File: config.mk
export PLATFORM = sky130hd
export DESIGN_NAME = byte_unit_flat
export DESIGN_NICKNAME = d
export VERILOG_FILES = /design/src/rtl/byte_pkg.sv /design/src/rtl/byte_unit_if.sv /design/src/rtl/byte_lane.sv /design/src/rtl/byte_unit.sv /design/src/flat_wrapper.sv
export SDC_FILE = /design/constraint.sdc
export NUM_CORES = 2
export LEC_CHECK = 0
export BUFFER_PORTS_ARGS = -buffer_cell sky130_fd_sc_hd__buf_2
export CAP_MARGIN = 10
export CORE_ASPECT_RATIO = 0.9
export CORE_MARGIN = 2
export CORE_UTILIZATION = 60
export DETAILED_ROUTE_END_ITERATION = 10
export PLACE_DENSITY = 0.82
export REMOVE_ABC_BUFFERS = 1
export SETUP_SLACK_MARGIN = 0.4
export SLEW_MARGIN = 5
export SYNTH_ARGS = -nofsm -noshare
export SYNTH_HDL_FRONTEND = slang
export SYNTH_SLANG_ARGS = --single-unit
File: constraint.sdc
create_clock -name clock -period 4.23 [get_ports clock]
set_clock_uncertainty 0.15 [all_clocks]
set_input_delay 0.423 -clock clock [delete_from_list [all_inputs] [get_ports clock]]
set_output_delay 0.423 -clock clock [all_outputs]
set_load 0.03 [all_outputs]
File: src/rtl/byte_pkg.sv
// Shared constants, opcode encodings and the instruction decoder for the
// byte_unit execution pipe.
package byte_pkg;

    localparam int QW_W      = 128;
    localparam int BYTE_W    = 8;
    localparam int NUM_BYTES = 16;
    localparam int NUM_WORDS = 4;

    localparam logic [10:0] OP_CNTB  = 11'b01010110100;
    localparam logic [10:0] OP_AVGB  = 11'b00011010011;
    localparam logic [10:0] OP_ABSDB = 11'b00001010011;
    localparam logic [10:0] OP_SUMB  = 11'b01001010011;

    localparam logic [2:0]  FMT_RR   = 3'b000;

    typedef enum logic [1:0] {
        SEL_CNTB  = 2'd0,
        SEL_AVGB  = 2'd1,
        SEL_ABSDB = 2'd2,
        SEL_SUMB  = 2'd3
    } op_sel_e;

    typedef struct packed {
        logic    valid;
        op_sel_e sel;
    } dec_t;

    // Anything not RR-format or not one of the four opcodes decodes as invalid.
    function automatic dec_t decode_op(input logic [10:0] op, input logic [2:0] fmt);
        dec_t d;
        logic known;
        known = 1'b1;
        d.sel = SEL_CNTB;
        case (op)
            OP_CNTB:  d.sel = SEL_CNTB;
            OP_AVGB:  d.sel = SEL_AVGB;
            OP_ABSDB: d.sel = SEL_ABSDB;
            OP_SUMB:  d.sel = SEL_SUMB;
            default:  known = 1'b0;
        endcase
        d.valid = known & (fmt == FMT_RR);
        return d;
    endfunction

endpackage

File: src/rtl/byte_unit_if.sv
// Instruction-issue and write-back signal bundle of byte_unit.
interface byte_unit_if;
    import byte_pkg::*;

    logic [10:0]     op_code;
    logic [2:0]      instr_format;
    logic [6:0]      dest_reg_addr;
    logic [QW_W-1:0] src_reg_a;
    logic [QW_W-1:0] src_reg_b;
    logic [17:0]     imm_value;
    logic            enable_reg_write;
    logic            branch_is_taken;
    logic [QW_W-1:0] wb_data;
    logic [6:0]      wb_reg_addr;
    logic            wb_enable_reg_write;
    logic [6:0]      delayed_rt_addr;
    logic            delayed_enable_reg_write;

    modport master (
        output op_code, instr_format, dest_reg_addr, src_reg_a, src_reg_b,
               imm_value, enable_reg_write, branch_is_taken,
        input  wb_data, wb_reg_addr, wb_enable_reg_write,
               delayed_rt_addr, delayed_enable_reg_write
    );

    modport slave (
        input  op_code, instr_format, dest_reg_addr, src_reg_a, src_reg_b,
               imm_value, enable_reg_write, branch_is_taken,
        output wb_data, wb_reg_addr, wb_enable_reg_write,
               delayed_rt_addr, delayed_enable_reg_write
    );

endinterface

File: src/rtl/byte_lane.sv
// One combinational 8-bit lane: popcount, rounded average, absolute difference.
module byte_lane (
    input  logic [7:0] a_i,
    input  logic [7:0] b_i,
    output logic [7:0] cnt_o,
    output logic [7:0] avg_o,
    output logic [7:0] absd_o
);

    logic [3:0] cnt_s;
    logic [8:0] avg_sum_s;

    // Population count of the ra byte.
    always_comb begin
        cnt_s = 4'd0;
        for (int k = 0; k < 8; k++) begin
            cnt_s = cnt_s + {3'b000, a_i[k]};
        end
    end

    assign cnt_o     = {4'b0000, cnt_s};
    assign avg_sum_s = {1'b0, a_i} + {1'b0, b_i} + 9'd1;
    assign avg_o     = avg_sum_s[8:1];
    assign absd_o    = (b_i >= a_i) ? (b_i - a_i) : (a_i - b_i);

endmodule

File: src/rtl/byte_unit.sv
// Two-stage byte execution unit: cntb / avgb / absdb / sumb on 128-bit quadwords.
// Byte 0 is the most significant byte of each quadword.
module byte_unit
    import byte_pkg::*;
(
    input logic        clock,
    input logic        reset,
    byte_unit_if.slave bus
);

    logic [QW_W-1:0] cnt_s;
    logic [QW_W-1:0] avg_s;
    logic [QW_W-1:0] absd_s;
    logic [QW_W-1:0] sumb_s;
    logic [QW_W-1:0] result_s;
    dec_t            dec_s;
    logic            unused_imm_s;

    logic [QW_W-1:0] s1_data_d, s1_data_q;
    logic [6:0]      s1_addr_d, s1_addr_q;
    logic            s1_en_d,   s1_en_q;
    logic [QW_W-1:0] wb_data_d, wb_data_q;
    logic [6:0]      wb_addr_d, wb_addr_q;
    logic            wb_en_d,   wb_en_q;

    assign unused_imm_s = ^bus.imm_value;
    assign dec_s        = decode_op(bus.op_code, bus.instr_format);

    for (genvar i = 0; i < NUM_BYTES; i++) begin : g_lane
        byte_lane u_lane (
            .a_i    (bus.src_reg_a[QW_W-1-BYTE_W*i -: BYTE_W]),
            .b_i    (bus.src_reg_b[QW_W-1-BYTE_W*i -: BYTE_W]),
            .cnt_o  (cnt_s[QW_W-1-BYTE_W*i -: BYTE_W]),
            .avg_o  (avg_s[QW_W-1-BYTE_W*i -: BYTE_W]),
            .absd_o (absd_s[QW_W-1-BYTE_W*i -: BYTE_W])
        );
    end

    // sumb: per word, even halfword holds the rb byte sum, odd halfword the ra sum.
    always_comb begin
        logic [9:0] sum_a;
        logic [9:0] sum_b;
        sumb_s = 128'd0;
        for (int w = 0; w < NUM_WORDS; w++) begin
            sum_a = 10'd0;
            sum_b = 10'd0;
            for (int k = 0; k < 4; k++) begin
                sum_a = sum_a + {2'b00, bus.src_reg_a[127-32*w-8*k -: 8]};
                sum_b = sum_b + {2'b00, bus.src_reg_b[127-32*w-8*k -: 8]};
            end
            sumb_s[127-32*w -: 16] = {6'b000000, sum_b};
            sumb_s[111-32*w -: 16] = {6'b000000, sum_a};
        end
    end

    // Result select; invalid instructions produce an all-zero result.
    always_comb begin
        result_s = 128'd0;
        if (dec_s.valid) begin
            case (dec_s.sel)
                SEL_CNTB:  result_s = cnt_s;
                SEL_AVGB:  result_s = avg_s;
                SEL_ABSDB: result_s = absd_s;
                SEL_SUMB:  result_s = sumb_s;
                default:   result_s = 128'd0;
            endcase
        end else begin
            result_s = 128'd0;
        end
    end

    // Next-state for both pipeline stages; a taken branch kills only the write enable.
    always_comb begin
        s1_data_d = result_s;
        s1_addr_d = bus.dest_reg_addr;
        s1_en_d   = bus.enable_reg_write & dec_s.valid & ~bus.branch_is_taken;
        wb_data_d = s1_data_q;
        wb_addr_d = s1_addr_q;
        wb_en_d   = s1_en_q;
    end

    // Pipeline registers with synchronous active-low clear.
    always_ff @(posedge clock) begin
        if (!reset) begin
            s1_data_q <= 128'd0;
            s1_addr_q <= 7'd0;
            s1_en_q   <= 1'b0;
            wb_data_q <= 128'd0;
            wb_addr_q <= 7'd0;
            wb_en_q   <= 1'b0;
        end else begin
            s1_data_q <= s1_data_d;
            s1_addr_q <= s1_addr_d;
            s1_en_q   <= s1_en_d;
            wb_data_q <= wb_data_d;
            wb_addr_q <= wb_addr_d;
            wb_en_q   <= wb_en_d;
        end
    end

    assign bus.wb_data                  = wb_data_q;
    assign bus.wb_reg_addr              = wb_addr_q;
    assign bus.wb_enable_reg_write      = wb_en_q;
    assign bus.delayed_rt_addr          = s1_addr_q;
    assign bus.delayed_enable_reg_write = s1_en_q;

endmodule

File: src/flat_wrapper.sv
// flat-port wrapper written by rule: the top's interface ports become plain ports
module byte_unit_flat import byte_pkg::*;
  (clock, reset, bus_op_code, bus_instr_format, bus_dest_reg_addr, bus_src_reg_a, bus_src_reg_b, bus_imm_value, bus_enable_reg_write, bus_branch_is_taken, bus_wb_data, bus_wb_reg_addr, bus_wb_enable_reg_write, bus_delayed_rt_addr, bus_delayed_enable_reg_write);
  byte_unit_if bus_i ();
  input logic clock;
  input logic reset;
  input wire logic [$bits(bus_i.op_code)-1:0] bus_op_code;
  input wire logic [$bits(bus_i.instr_format)-1:0] bus_instr_format;
  input wire logic [$bits(bus_i.dest_reg_addr)-1:0] bus_dest_reg_addr;
  input wire logic [$bits(bus_i.src_reg_a)-1:0] bus_src_reg_a;
  input wire logic [$bits(bus_i.src_reg_b)-1:0] bus_src_reg_b;
  input wire logic [$bits(bus_i.imm_value)-1:0] bus_imm_value;
  input wire logic [$bits(bus_i.enable_reg_write)-1:0] bus_enable_reg_write;
  input wire logic [$bits(bus_i.branch_is_taken)-1:0] bus_branch_is_taken;
  output wire logic [$bits(bus_i.wb_data)-1:0] bus_wb_data;
  output wire logic [$bits(bus_i.wb_reg_addr)-1:0] bus_wb_reg_addr;
  output wire logic [$bits(bus_i.wb_enable_reg_write)-1:0] bus_wb_enable_reg_write;
  output wire logic [$bits(bus_i.delayed_rt_addr)-1:0] bus_delayed_rt_addr;
  output wire logic [$bits(bus_i.delayed_enable_reg_write)-1:0] bus_delayed_enable_reg_write;
  assign bus_i.op_code = bus_op_code;
  assign bus_i.instr_format = bus_instr_format;
  assign bus_i.dest_reg_addr = bus_dest_reg_addr;
  assign bus_i.src_reg_a = bus_src_reg_a;
  assign bus_i.src_reg_b = bus_src_reg_b;
  assign bus_i.imm_value = bus_imm_value;
  assign bus_i.enable_reg_write = bus_enable_reg_write;
  assign bus_i.branch_is_taken = bus_branch_is_taken;
  assign bus_wb_data = bus_i.wb_data;
  assign bus_wb_reg_addr = bus_i.wb_reg_addr;
  assign bus_wb_enable_reg_write = bus_i.wb_enable_reg_write;
  assign bus_delayed_rt_addr = bus_i.delayed_rt_addr;
  assign bus_delayed_enable_reg_write = bus_i.delayed_enable_reg_write;
  byte_unit u_core (.clock(clock), .reset(reset), .bus(bus_i));
endmodule
==> flow_metrics.env <==
export IMPL_status="finished, final reports clean"
export IMPL_clk_pin_slew_ns=0.07
export IMPL_p_leak_nw=18.7
export IMPL_rsz0062_at_grt="no"
export IMPL_worstMarginPinSlew_ns=1.08
export IMPL_die_x_um=249
export IMPL_avgSynthCellArea_um2=8.45
export IMPL_drc=0
export IMPL_grt_pass1_vias=28000
export IMPL_layout_min_cycle_time_ns=3.62
export IMPL_reg2regPathDepth=1
export IMPL_worstPathArrival_ns=3.96
export IMPL_setup_viol=0
export IMPL_cp_slowest_cell="or4_1"
export IMPL_rrSetupSlack_ns=3.29
export IMPL_synthFlopType="dfxtp_1"
export IMPL_cts_sinks=272
export IMPL_syn_instance_count=3842
export IMPL_worstSetupEndpoint="u_core.s1_data_q[88]"
export IMPL_root_buffer="clkbuf_16"
export IMPL_rows=80
export IMPL_cp_startpoint="bus_src_reg_b[88]"
export IMPL_place_congestion=0.988
export IMPL_antenna_found_initial=17
export IMPL_wirelength_um=101000
export IMPL_drt_initial_drc_count=2351
export IMPL_htreeDepth=1
export IMPL_place_inst=4857
export IMPL_endpoint_kind="flip-flop"
export IMPL_syn_to_final_growth_pct=12.5
export IMPL_synth_area_leaders="ha_1, dfxtp_1, fa_1, inv_1, a21oi_1"
export IMPL_dr_pass1_iters=5
export IMPL_reg2reg_to="u_core.bus.wb_enable_reg_write"
export IMPL_synth_edf_count=0
export IMPL_postCtsSetupBuffers=0
export IMPL_seqCellArea_um2=5450
export IMPL_rr_startpoint="u_core.bus.delayed_enable_reg_write"
export IMPL_avgViaCountPerCell=5.86
export IMPL_synth_cell_types=82
export IMPL_ys_seq_elements=272
export IMPL_worst_setup_path_start_kind="primary input"
export IMPL_design_portCount=443
export IMPL_portBuffers=424
export IMPL_multi_input_area_um2=24200
export IMPL_worstPathCellList="buf_2, ha_1, inv_1, fa_1, inv_1, a21oi_1, o21ai_1, a21o_1, a21o_1, xnor2_1, fa_1, inv_1, ha_1, or4_1, a31oi_1, xnor2_1, a211oi_1, nor2_1"
export IMPL_fmax_mhz=276
export IMPL_postRouteAntennaNets=0
export IMPL_grt_pass1_wl_um=155000
export IMPL_grt_max_degree=87
export IMPL_dieArea_um2=56000
export IMPL_critical_path_max_stage_delay_ns=0.56
export IMPL_yosys_area_top_type="ha_1"
export IMPL_postSynth_asyncResetShare_pct=0
export IMPL_instances_no_fill=4935
export IMPL_die_h_um=225
export IMPL_seq_area_frac_synth_pct=16.8
export IMPL_hold_viol=0
export IMPL_vias=28900
export IMPL_start_util_pct=61.0
export IMPL_maxSlewHeadroom_pct=27.9
export IMPL_yosys_cell_count_top_type="inv_1"
export IMPL_clock_latency_ns=0.60
export IMPL_fillers=4381
export IMPL_yosysTopAreaCellShare_pct=21.0
export IMPL_cts_buffers_inserted=30
export IMPL_required_ns=4.57
export IMPL_wl_per_cell_um=20.5
export IMPL_irDropWorstVdd_mv=0.395
export IMPL_final_nets=5236
export IMPL_clockBufferDepth=3
export IMPL_hold_path_class="primary input to flip-flop"
export IMPL_dp_hpwl_um=80200
export IMPL_path_class="primary input to flip-flop"
export IMPL_power_density_nw_per_um2=298
export IMPL_fin_tns_setup_ns=0
export IMPL_synthTopCellsByCount="inv_1, ha_1, a21oi_1"
export IMPL_cp_max_fo=4
export IMPL_period_share_pct=85.6
export IMPL_grtUsageTotal_pct=35.1
export IMPL_overflow=0
export IMPL_drive_gt1_share_pct=13.9
export IMPL_synth_area_um2=32500
export IMPL_yosysWarnings=0
export IMPL_crit_path_frequent_cell="inv_1"
export IMPL_cts_tree="done"
export IMPL_core_um2=53300
export IMPL_cap_violations=0
export IMPL_drv_slew=0
repair_timing:
action / CTS / global route
endpoints found under the hold margin: 8 / 0
resized for setup: 0 / 5
hold buffers: 9 / 0
setup endpoints to repair: 0 / 4
stage by stage:
step	util, %	instance area, um2	hold WS [ns]	setup WS [ns]	total power [mW]
floorplan	-	31800	0.262	0.371	6.51
global placement	66.3	35300	0.262	0.147	7.73
detailed placement	66.3	35300	0.267	-0.0319	7.84
CTS	68.5	36500	0.0605	0.598	10.8
global route	68.6	36500	0.128	0.409	11.6
finish	68.6	36500	0.0893	0.608	10.9
cells in the final DEF (no fill, tap or decap), drive strengths merged, types with 13 or more instances in the layout:
| master | instances |
|---|---|
| inv | 602 |
| ha | 544 |
| buf | 470 |
| a21oi | 363 |
| dfxtp | 272 |
| nor2 | 220 |
| xnor2 | 193 |
| fa | 192 |
| o21ai | 169 |
| and2 | 154 |
| a21o | 113 |
| nand2 | 95 |
| xor2 | 93 |
| o21bai | 84 |
| o22ai | 65 |
| mux2i | 60 |
| nor2b | 44 |
| clkbuf | 37 |
| a31oi | 34 |
| nor3 | 31 |
| a211oi | 30 |
| a22oi | 27 |
| o21a | 25 |
| nand2b | 24 |
| o221ai | 20 |
| o31ai | 20 |
| nand3 | 19 |
| diode | 13 |
| a221oi | 13 |
power breakdown:
group	switching [mW]	total [mW]	internal, mW
clock	1.19	2.95	1.76
combinational	3.08	5.38	2.30
sequential	0.00185	2.57	2.57
total	4.27	10.9	6.63
sequential cells by signal (all words and copies together), names as in the netlist:
register                             flops
u_core.bus.delayed_enable_reg_write      1
u_core.bus.delayed_rt_addr               7
u_core.bus.wb_data                     128
u_core.bus.wb_enable_reg_write           1
u_core.bus.wb_reg_addr                   7
u_core.s1_data_q                       128
logic make-up (layout without fill, tap and decap cells):
logic type	Yosys count	count (layout)	synth area share, %
buffers and inverters	755	1138	8.93
AO/OA/AOI/OAI	1063	1063	21.2
XOR/XNOR	286	286	7.71
other	0	13	0
adder cells (fa/ha/maj)	736	736	32.8
multiplexers	72	72	2.28
AND/OR/NAND/NOR	658	658	10.4
flip-flops	272	272	16.8
worst min path at each step:
stage                         start                endpoint  slack (ns)  cells past startpoint
4_1_cts          bus_src_reg_a[111]   u_core.s1_data_q[111]        0.06                      3
3_5_place_dp   u_core.s1_data_q[19]  u_core.bus.wb_data[19]        0.27                      1
5_1_grt          bus_src_reg_a[111]   u_core.s1_data_q[111]        0.13                      3
3_3_place_gp   u_core.s1_data_q[78]  u_core.bus.wb_data[78]        0.26                      1
6_report         bus_src_reg_a[111]   u_core.s1_data_q[111]        0.09                      3
2_1_floorplan   u_core.s1_data_q[0]   u_core.bus.wb_data[0]        0.26                      1
critical path, delay by kind of cell:
kind	cells	cell delay, ns
xor gates and xnor gates	2	0.21
AOI/OAI and AO/OA	6	1.10
adders and majority gates	4	1.30
buffers and inverters	4	0.29
and+or+nand+nor	2	0.63
routing by layer:
| layer | vias up | share of wire (%) | track usage [%] | wire, um |
|---|---|---|---|---|
| met5 | - | 0.061 | 0 | 62 |
| met4 | 12 | 4.3 | 13.7 | 4390 |
| met3 | 254 | 9.0 | 6.56 | 9100 |
| met2 | 1329 | 44 | 56.1 | 44400 |
| met1 | 13700 | 43 | 47.3 | 43100 |
| li1 | 13600 | - | - | - |
area by class of cell:
type / instances / area share (%)
tap: 697 / 2.39
sequential: 272 / 14.9
clock inverter: 19 / 0.743
inverter: 603 / 6.20
antenna: 13 / 0.0891
timing repair buffer: 479 / 7.12
multi-input combinational: 2815 / 66.3
clock buffer: 37 / 2.27
Note: power is estimated with default switching activity, not from simulation.
